<file path="config.mk">
export PLATFORM = sky130hd
export DESIGN_NAME = bit_reverse_stream_buffer
export DESIGN_NICKNAME = d
export VERILOG_FILES = /design/src/rtl/bit_reverse_stream_buffer.sv
export SDC_FILE = /design/constraint.sdc
export NUM_CORES = 1
export LEC_CHECK = 0
export ABC_AREA = 1
export CAP_MARGIN = 20
export CORE_AREA = 2 2 267 190
export DETAILED_ROUTE_END_ITERATION = 8
export DIE_AREA = 0 0 269 192
export HOLD_SLACK_MARGIN = 0.06
export PLACE_DENSITY = 0.64
export SLEW_MARGIN = 5
export SYNTH_ARGS = -nofsm -noshare
export SYNTH_HDL_FRONTEND = slang
export SYNTH_SLANG_ARGS = --single-unit
</file>
<file path="constraint.sdc">
create_clock -name clk -period 7.1 [get_ports clk]
set_input_delay 1.42 -clock clk [delete_from_list [all_inputs] [get_ports clk]]
set_output_delay 1.42 -clock clk [all_outputs]
set_load 0.01 [all_outputs]
</file>
<file path="src/rtl/bit_reverse_stream_buffer.sv">
// bit_reverse_stream_buffer
//   Streaming ping-pong reorder buffer. Samples arrive one per cycle in
//   natural order over a valid/ready handshake and each N-sample frame is
//   emitted in bit-reversed order (or natural order when mode_natural was
//   set with the frame's first sample). One bank is written while the other
//   is read, so one sample per cycle is sustained in both directions.
//
// Ports
//   clk          clock, all logic on the rising edge
//   rst          synchronous reset, active-high
//   in_data      input sample, natural order
//   in_valid     in_data valid
//   in_ready     buffer can accept in_data this cycle
//   mode_natural 1 = emit this frame in natural order (sampled on first sample)
//   out_data     output sample
//   out_valid    out_data valid
//   out_ready    downstream accepts out_data
//   out_index    natural (write) index of the sample on out_data
//   out_last     out_data is the final sample of its frame
module bit_reverse_stream_buffer #(
    parameter int unsigned N    = 8,
    parameter int unsigned SIZE = 32,
    parameter int unsigned LOGN = $clog2(N)
) (
    input  logic            clk,
    input  logic            rst,
    input  logic [SIZE-1:0] in_data,
    input  logic            in_valid,
    output logic            in_ready,
    input  logic            mode_natural,
    output logic [SIZE-1:0] out_data,
    output logic            out_valid,
    input  logic            out_ready,
    output logic [LOGN-1:0] out_index,
    output logic            out_last
);

    logic [SIZE-1:0] mem [2][N];

    logic [1:0]      bank_full;
    logic [1:0]      bank_mode;
    logic            wr_bank;
    logic            rd_bank;
    logic [LOGN-1:0] wr_cnt;
    logic [LOGN-1:0] rd_cnt;
    logic [LOGN-1:0] rd_addr;
    logic            wr_fire;
    logic            rd_fire;
    logic            wr_wrap;
    logic            rd_wrap;

    function automatic logic [LOGN-1:0] bitrev(input logic [LOGN-1:0] v);
        logic [LOGN-1:0] r;
        r = '0;
        for (int unsigned i = 0; i < LOGN; i++) begin
            r[LOGN-1-i] = v[i];
        end
        return r;
    endfunction

    always_comb begin
        in_ready  = !rst && !bank_full[wr_bank];
        out_valid = !rst && bank_full[rd_bank];
        rd_addr   = bank_mode[rd_bank] ? rd_cnt : bitrev(rd_cnt);
        wr_fire   = in_valid && in_ready;
        rd_fire   = out_valid && out_ready;
        wr_wrap   = (wr_cnt == LOGN'(N - 1));
        rd_wrap   = (rd_cnt == LOGN'(N - 1));
        out_data  = out_valid ? mem[rd_bank][rd_addr] : '0;
        out_index = out_valid ? rd_addr : '0;
        out_last  = out_valid && rd_wrap;
    end

    // Sample storage is deliberately left out of reset.
    always_ff @(posedge clk) begin
        if (wr_fire) begin
            mem[wr_bank][wr_cnt] <= in_data;
        end
    end

    always_ff @(posedge clk) begin
        if (rst) begin
            bank_full <= '0;
            bank_mode <= '0;
            wr_bank   <= 1'b0;
            rd_bank   <= 1'b0;
            wr_cnt    <= '0;
            rd_cnt    <= '0;
        end else begin
            if (wr_fire) begin
                wr_cnt <= wr_cnt + 1'b1;
                if (wr_cnt == '0) begin
                    bank_mode[wr_bank] <= mode_natural;
                end
                if (wr_wrap) begin
                    wr_bank <= !wr_bank;
                end
            end
            if (rd_fire) begin
                rd_cnt <= rd_cnt + 1'b1;
                if (rd_wrap) begin
                    rd_bank <= !rd_bank;
                end
            end
            // A write can only fill a non-full bank and a read can only
            // release a full one, so the two never target the same bank.
            for (int unsigned b = 0; b < 2; b++) begin
                if (wr_fire && wr_wrap && (wr_bank == 1'(b))) begin
                    bank_full[b] <= 1'b1;
                end else if (rd_fire && rd_wrap && (rd_bank == 1'(b))) begin
                    bank_full[b] <= 1'b0;
                end
            end
        end
    end

endmodule

</file>
* Yosys cells after proc, flatten, opt, wreduce, memory -nomap -nowiden
Memory sizes are Yosys's and may differ from the RTL's. A register that Yosys moved wholly into a read port is not among the register bits. Cells that the tools add are included.
Operators by class: equality and inequality tests 2, reduce and logical (&&, ||, !) cells 23, order comparisons 6, add/subtract/negate cells 2, multiplexer cells 25, bitwise logic cells 4
Operators by type and width (count):
- two-way mux 256 bit | 1
- two-way mux 32 bit | 4
- binary-select mux 32 bit (select 3 bit) | 1
- demux 32 bit (select 3 bit) | 1
- two-way mux 1 bit | 14
- logical AND 1 bit | 13
- >= comparator 4 bit, second input constant | 2
- inverter 3 -> 4 bit | 2
- adder 3 x 1 -> 3 bit, second input constant | 2
- == test 3 bit, second input constant | 2
- two-way mux 3 bit | 2
- AND reduction 2 bit | 3
- logical NOT 1 bit | 4
- less-than comparator 1 x 2 -> 1 bit, second input constant | 2
- less-than comparator 4 x 1 -> 1 bit, second input constant | 1
- nonzero test 2 bit | 2
- logical NOT 3 bit | 1
- bitwise mux 2 bit | 1
- inverter 1 bit | 2
- demux 1 bit (select 1 bit) | 1
- >= comparator 1 bit, second input constant | 1
Storage, ports and cells: memories 1, flip-flop bits (word level) 12, output and inout bits 38, RAM bits 512, input bits 37
Memories:
- mem | words 2, bits a word 256, read ports 1, clocked after memory_dff 1, write ports 1, RTL line 38 | logic [SIZE-1:0] mem [2][N];

* Logic depth before layout (Yosys ltp)
Gate-level depths: netlist of the first run.
depth in word-level cells 8, depth in mapped cells 10

* Worst setup path after synthesis of the first run
No wires, ideal clock.
path kind input port to flip-flop, start point in rst, end point mem mem[0][0] (netlist bit) (enable), slack 2944 ps, buffers on the path 0, data required time 6679 ps, arrival time 3735 ps, stages 7, cell sequence inv_2 -> nand2_1 -> a21oi_1 -> nand2_2 -> nor2_1 -> nand2_1 -> nor2_1
On the way: longest elaborated chain between the ends 5
RTL lines:
- start, declared | RTL line 26 | input logic rst,
- logical NOT 1 bit | RTL line 62 | in_ready = !rst && !bank_full[wr_bank];
- logical AND 1 bit | RTL line 62
- via in_ready | RTL line 29 | output logic in_ready,
- logical AND 1 bit | RTL line 65 | wr_fire = in_valid && in_ready;
- two-way mux 1 bit | RTL line 76 | if (wr_fire) begin
- two-way mux 256 bit (not written as such) | RTL line 77 | mem[wr_bank][wr_cnt] <= in_data;
- end, declared | RTL line 38
The timed path passes the listed nets, and every way through them passes these cells.

* Final worst setup path of the first run
start point reg rd_bank, end point out out_data[3]
On the way: longest elaborated chain between the ends 8
RTL lines:
- start, declared | RTL line 43 | logic rd_bank;
- start signal, assigned | RTL line 102 | rd_bank <= !rd_bank;
- two-way mux 1 bit (not written as such) (2 in a row) | RTL line 64 | rd_addr = bank_mode[rd_bank] ? rd_cnt : bitrev(rd_cnt);
- two-way mux 3 bit | RTL line 64
- inverter 3 -> 4 bit (not written as such) | RTL line 69 | out_data = out_valid ? mem[rd_bank][rd_addr] : '0;
- binary-select mux 32 bit (select 3 bit) | RTL line 69
- two-way mux 32 bit (not written as such) (2 in a row) | RTL line 69
- two-way mux 32 bit (*) | RTL line 69
- end, declared | RTL line 31 | output logic [SIZE-1:0] out_data,
Every way passes the cells marked *; elsewhere a longest branch is shown, timed or not. The select of a mux whose other input is x is not followed.

==> impl_metrics.py, run 1 <==
metrics = {
    "run_status": {
        "status": "completed",
    },
    "finish": {
        "area_growth_pct": 14.0,
        "drive_gt1_share_pct": 6.14,
        "finalInstanceArea_um2": 24900,
        "fillCellCount": 4214,
        "num-nets-final": 2086,
        "antenna-diode-count": 0,
    },
    "synth": {
        "syn_nets": 2051,
        "netlist_area_um2": 21800,
        "ys_seq_area_share_pct": 71.7,
        "yosys_warnings": 0,
        "synth_seq_cells": 525,
        "avgSynthCellArea_um2": 10.9,
        "syn_inst": 2009,
        "ys_types": 21,
    },
    "clocking": {
        "cts.clk_slew.worst_paths_ns": 0.06,
        "cts_max_level": 2,
        "cts_setup_buffers": 0,
        "clkSinkCount": 525,
        "cts-root-buf": "clkbuf_16",
        "clkLatencyLatePin_ns": 0.58,
        "cts_resized": 0,
        "cts_tree": "yes",
        "clk_path_buf_depth": 3,
        "cts_buffers": 50,
        "hold_buffers": 0,
    },
    "worst_setup_path": {
        "worst_setup_path_end_kind": "output pin",
        "critPathMaxStageDelay_ns": 0.85,
        "path_class": "register to output pin",
        "worst_ep_arrival_time_ns": 4.48,
        "crit_chain": "inv_2 -> nand2_1 -> nand3_4 -> nand2_4 -> buf_4 -> nand2_1 -> nand3_1 -> nand3_1 -> nand2_1 -> clkdlybuf4s50_1",
        "cpMostUsedCell": "nand2_1",
        "reg2reg_depth": 7,
        "cp-start-kind": "register",
        "cp_slowest_cell": "nand2_4",
        "path_max_fanout": 47,
        "worstPathRequired_ns": 5.68,
    },
    "power": {
        "peakVddDrop_mv": 0.174,
        "powerDensity_nw_per_um2": 251,
        "power.leakage_nw": 8.85,
    },
    "detailed_routing": {
        "post_drt_wl_per_cell_um": 20.5,
        "drt-initial-drc-count": 1792,
        "via_count": 14600,
        "final_antenna_net_count": 0,
        "routed_wl_um": 56300,
        "dr.pass1.iters": 5,
        "drc": 0,
        "viasPerCell": 5.30,
    },
    "sta": {
        "skew_ns": 0.0207,
        "fin_crit_sh_pct": 83.1,
        "grt_setup_unrepaired": "no",
        "hold_violations": 0,
        "min_period_ns": 5.90,
        "tightest_slew_ns": 1.12,
        "slew_violations": 0,
        "relSlewSlack_pct": 25.0,
        "setup_viol": 0,
        "max_freq_ghz": 0.169,
        "tns_ns": 0,
    },
    "floorplan": {
        "die_h_um": 192,
        "core_area_um2": 48900,
        "start_util_pct": 44.6,
        "ios": 75,
        "die-area_um2": 51600,
        "fp.dieW_um": 269,
        "rows": 68,
    },
    "global_routing": {
        "antenna_found_initial": 0,
        "grt_usage_pct": 21.9,
        "grt_overflow": 0,
        "grt_pass1_vias": 13800,
        "grt_pass1_wl_um": 84500,
        "grt_max_degree": 213,
    },
    "run": {
        "drv_cap": 0,
    },
    "place": {
        "dpl-instance-area_um2": 23200,
        "post-dp-hpwl_um": 28000,
        "gp_congestion": 0.735,
        "port_buffers": 74,
    },
    "worst_hold_path": {
        "hold_depth": 2,
        "worst_hold_path_type": "register to register",
    },
}
==> worst max-delay path, delay by kind of cell (launching register included) <==
| family | cells | cell delay [ns] |
|---|---|---|
| DFF | 1 | 0.43 |
| and+or+nand+nor | 7 | 2.12 |
| buffers and inverters | 3 | 1.25 |
==> power breakdown <==
part           leakage (nW)  switching [mW]  internal, mW
clock                 0.793            1.12          1.53
sequential             4.72         0.00605          3.42
combinational          3.33           0.118        0.0463
total                  8.85            1.24          5.00
==> cells by family (layout without fill, tap and decap cells) <==
family                     Yosys count  after routing  synth area share [%]
and+or+nand+nor                   1321           1321                  24.8
buffers and inverters              137            213                  2.76
AOI/OAI and AO/OA                   21             21                 0.482
adders and majority gates            5              5                 0.287
DFF                                525            525                  71.7
==> layout make-up <==
class,count,area (um2),share of cell area (%)
Tap cell,665,832,3.35
Timing Repair Buffer,102,963,3.87
Multi-Input combinational cell,1347,5730,23.0
Clock inverter,33,269,1.08
Inverter,18,80.1,0.322
Clock buffer,60,1350,5.44
Sequential cell,525,15600,62.9
==> per-layer routing <==
metal	part of all wire (%)	track usage (%)	up-vias
met5	0	0	-
met4	2.0	5.41	0
met3	8.1	3.60	77
met2	46	34.6	611
met1	44	31.7	6992
li1	-	-	6906
==> flip-flops by register name, indices dropped and copies added, names as in the netlist, named ones only <==
name	count
rd_cnt	3
wr_bank	1
rd_bank	1
mem	512
bank_full	2
wr_cnt	3
bank_mode	2
==> placed cells by master, fill, tap and decap left out, types with 11 or more instances in the layout <==
cell type        netlist  routed
a21oi_1               12      12
buf_4                 10      27
clkbuf_16              0      53
clkdlybuf4s50_1        0      74
clkinv_1               0      19
dfxtp_1               13      11
edfxtp_1             512     512
inv_1                 16      14
nand2_1              188     187
nand3_1              320     320
nor2_1               799     783
nor2_4                 1      18
==> cell usage after synthesis <==
master	instances	area [um2]
a21oi_1	12	60.1
and2_1	1	6.26
buf_1	9	33.8
buf_2	41	205
buf_4	10	75.1
clkbuf_1	59	221
dfxtp_1	13	260
edfxtp_1	512	15400
ha_1	5	62.6
inv_1	16	60.1
inv_2	2	7.51
nand2_1	188	706
nand2_2	3	18.8
nand3_1	320	1600
nand3_2	4	40.0
nand4_1	4	25.0
nor2_1	799	3000
nor2_2	1	6.26
nor2_4	1	11.3
o21ai_0	8	40.0
o21ai_1	1	5.00
==> final timing paths <==
check               start            to  slack [ns]
max               rd_bank   out_data[3]        1.20
min          bank_full[0]  bank_full[0]        0.50
max reg2reg       wr_bank    mem[0][39]        2.75
min reg2reg  bank_full[0]  bank_full[0]        0.50
==> metrics by stage <==
stage                     hold slack [ns]  power (mW)  worst slack, ns  utilization [%]  instances
after CTS                           0.500        6.27             1.25             50.8       2750
after global placement              0.479        3.65             1.42             47.5       2657
after detailed placement            0.491        3.66             1.39             47.5       2657
final                               0.501        6.24             1.20             50.8       2750
after floorplan                     0.451        3.56             2.94                -       2009
after global routing                0.548        6.41             1.00             50.8       2750
(Power assumes the default switching activity.)
==> inputs of run 2 (changes only) <==
==> constraint.sdc (replaced) <==
create_clock -name clk -period 5.77 [get_ports clk]
set_input_delay 1.154 -clock clk [delete_from_list [all_inputs] [get_ports clk]]
set_output_delay 1.154 -clock clk [all_outputs]
set_load 0.01 [all_outputs]
==> run 2 against run 1 <==
Compared with the run above:
- worst hold slack worse by 0.0014 ns
- global-route usage hardly changed
- sequential cell count stayed put
- die area stayed put
- final cell count is 0.22% higher
- design area is 0.30% higher
- core utilization is 0.15 points higher
- setup slack worse by 0.39 ns
- register-to-register slack worse by 0.36 ns
- sequential power is 23% higher
- critical path type unchanged
==> impl_metrics.py, run 2 (same netlist as run 1, synthesis figures left out) <==
metrics = {
    "clocking": {
        "cts-root-buf": "clkbuf_16",
        "cts_buffers": 51,
        "clkLatencyLatePin_ns": 0.60,
        "cts.clk_slew.worst_paths_ns": 0.06,
        "hold_buffers": 0,
        "cts_setup_buffers": 0,
        "clkSinkCount": 525,
        "cts_max_level": 2,
        "clk_path_buf_depth": 3,
        "cts_resized": 0,
        "cts_tree": "yes",
    },
    "detailed_routing": {
        "viasPerCell": 5.35,
        "routed_wl_um": 55800,
        "drt-initial-drc-count": 1584,
        "dr.pass1.iters": 7,
        "drc": 0,
        "via_count": 14700,
        "post_drt_wl_per_cell_um": 20.3,
        "final_antenna_net_count": 0,
    },
    "power": {
        "power_frac_comb_pct": 2.7,
        "swShare_pct": 20.7,
        "seqPwrFrac_pct": 55.5,
        "internal-power_mw": 6.03,
        "peakVddDrop_mv": 0.187,
        "power_mw": 7.60,
        "pwr-share-clk_pct": 41.8,
        "p_switching_mw": 1.57,
        "powerDensity_nw_per_um2": 305,
        "power.leakage_nw": 8.87,
    },
    "place": {
        "post-dp-hpwl_um": 29200,
        "pre_cts_ws_ns": 0.858,
        "port_buffers": 74,
        "gp_congestion": 0.787,
        "post-place-cells": 2665,
    },
    "sta": {
        "relSlewSlack_pct": 29.2,
        "hold_violations": 0,
        "holdWs_ns": 0.500,
        "tns_ns": 0,
        "fin_crit_sh_pct": 86.0,
        "min_period_ns": 4.96,
        "setup_ws_ns": 0.807,
        "tightest_slew_ns": 1.06,
        "skew_ns": 0.0229,
        "grt_setup_unrepaired": "no",
        "setup_viol": 0,
        "max_freq_ghz": 0.201,
        "slew_violations": 0,
    },
    "finish": {
        "num-nets-final": 2095,
        "final_common_cell": "nor2_1",
        "top_register": "mem",
        "layout.cells.non_filler": 2756,
        "antenna-diode-count": 0,
        "reg_top3": "mem x512, rd_cnt x3, wr_cnt x3",
        "drive_gt1_share_pct": 6.60,
        "layout_common_cells": "783 x nor2_1, 512 x edfxtp_1, 320 x nand3_1",
        "area_growth_pct": 14.3,
        "largest_reg_flops": 512,
    },
    "worst_hold_path": {
        "min_to": "bank_full[0]",
        "min_from": "bank_full[0]",
        "worst_hold_path_type": "register to register",
        "hold_depth": 2,
    },
    "global_routing": {
        "antenna_found_initial": 0,
        "grt_overflow": 0,
        "grt_max_degree": 153,
        "grt_usage_pct": 21.9,
        "grt_pass1_vias": 14000,
        "grt_pass1_wl_um": 85100,
    },
    "floorplan": {
        "start_util_pct": 44.6,
        "ios": 75,
        "die_h_um": 192,
        "die-area_um2": 51600,
        "fp.dieW_um": 269,
        "core_area_um2": 48900,
        "rows": 68,
    },
    "worst_setup_path": {
        "reg2reg_setup_slack_ns": 2.39,
        "worst_setup_path_end_kind": "output pin",
        "path_class": "register to output pin",
        "worstPathRequired_ns": 4.62,
        "crit-reg2reg-launch": "wr_bank",
        "r2r-end": "mem[1][225]",
        "worst_ep_arrival_time_ns": 3.81,
        "cp-start-kind": "register",
        "path_max_fanout": 42,
        "reg2reg_depth": 9,
    },
    "run_status": {
        "status": "completed",
    },
    "run": {
        "drv_cap": 0,
    },
}
[run 2: changes by cell type in the layout (fill, tap and decap cells not counted), sizes merged]
cell / change
buf: +8
clkinv: -6
inv: +5
bufinv: -2
clkinvlp: +2
clkbuf: -1
[run 2: critical path, stage by stage, from the launching register on]
cell             delay [ns]
dfxtp_1                0.45
inv_2                  0.08
nand2_2                0.12
nand3_4                0.54
nand2_4                0.47
buf_4                  0.48
nand2_1                0.13
nand3_1                0.18
nand3_1                0.13
nand2_1                0.09
clkdlybuf4s50_1        0.54
[run 2: layout make-up]
class / instances / area [um2]
inverter: 18 / 75.1
clock inverter: 32 / 260
multi-input combinational: 1347 / 5730
sequential: 525 / 15600
fill: 4270 / 24000
timing repair buffer: 110 / 1100
clock buffer: 59 / 1310
tap: 665 / 832
[run 2: routing by layer]
metal	vias up	wire length (um)	global-route usage, %	part of all wire [%]
met5	-	0	0	0
met4	0	1210	5.71	2.2
met3	107	4090	3.37	7.3
met2	552	25300	33.9	45
met1	7170	25200	32.4	45
li1	6914	-	-	-
[run 2: worst max path at each step]
stage,start,end,slack (ns),cells after the start
6_report,rd_bank,out_data[16],0.81,10
5_1_grt,rd_bank,out_data[16],0.59,10
4_1_cts,rd_bank,out_data[16],0.78,10
3_5_place_dp,rst,out_data[18],0.86,9
3_3_place_gp,rst,out_data[16],0.96,9
2_1_floorplan,rst,mem[0][0],1.88,7
[run 2: stage by stage]
stage | cell area [um2] | utilization (%)
3_3_place_gp | 23300 | 47.6
5_1_grt | 24900 | 51.0
3_5_place_dp | 23400 | 47.8
6_report | 24900 | 51.0
4_1_cts | 24900 | 51.0
2_1_floorplan | 21800 | -
[run 2: power by group through the flow]
stage	Clock (mW)	Sequential, mW	Combinational [mW]
floorplan	0	4.30	0.0831
detailed placement	0	4.30	0.205
global route	3.36	4.22	0.226
global placement	0	4.30	0.199
CTS	3.23	4.22	0.206
finish	3.18	4.22	0.205
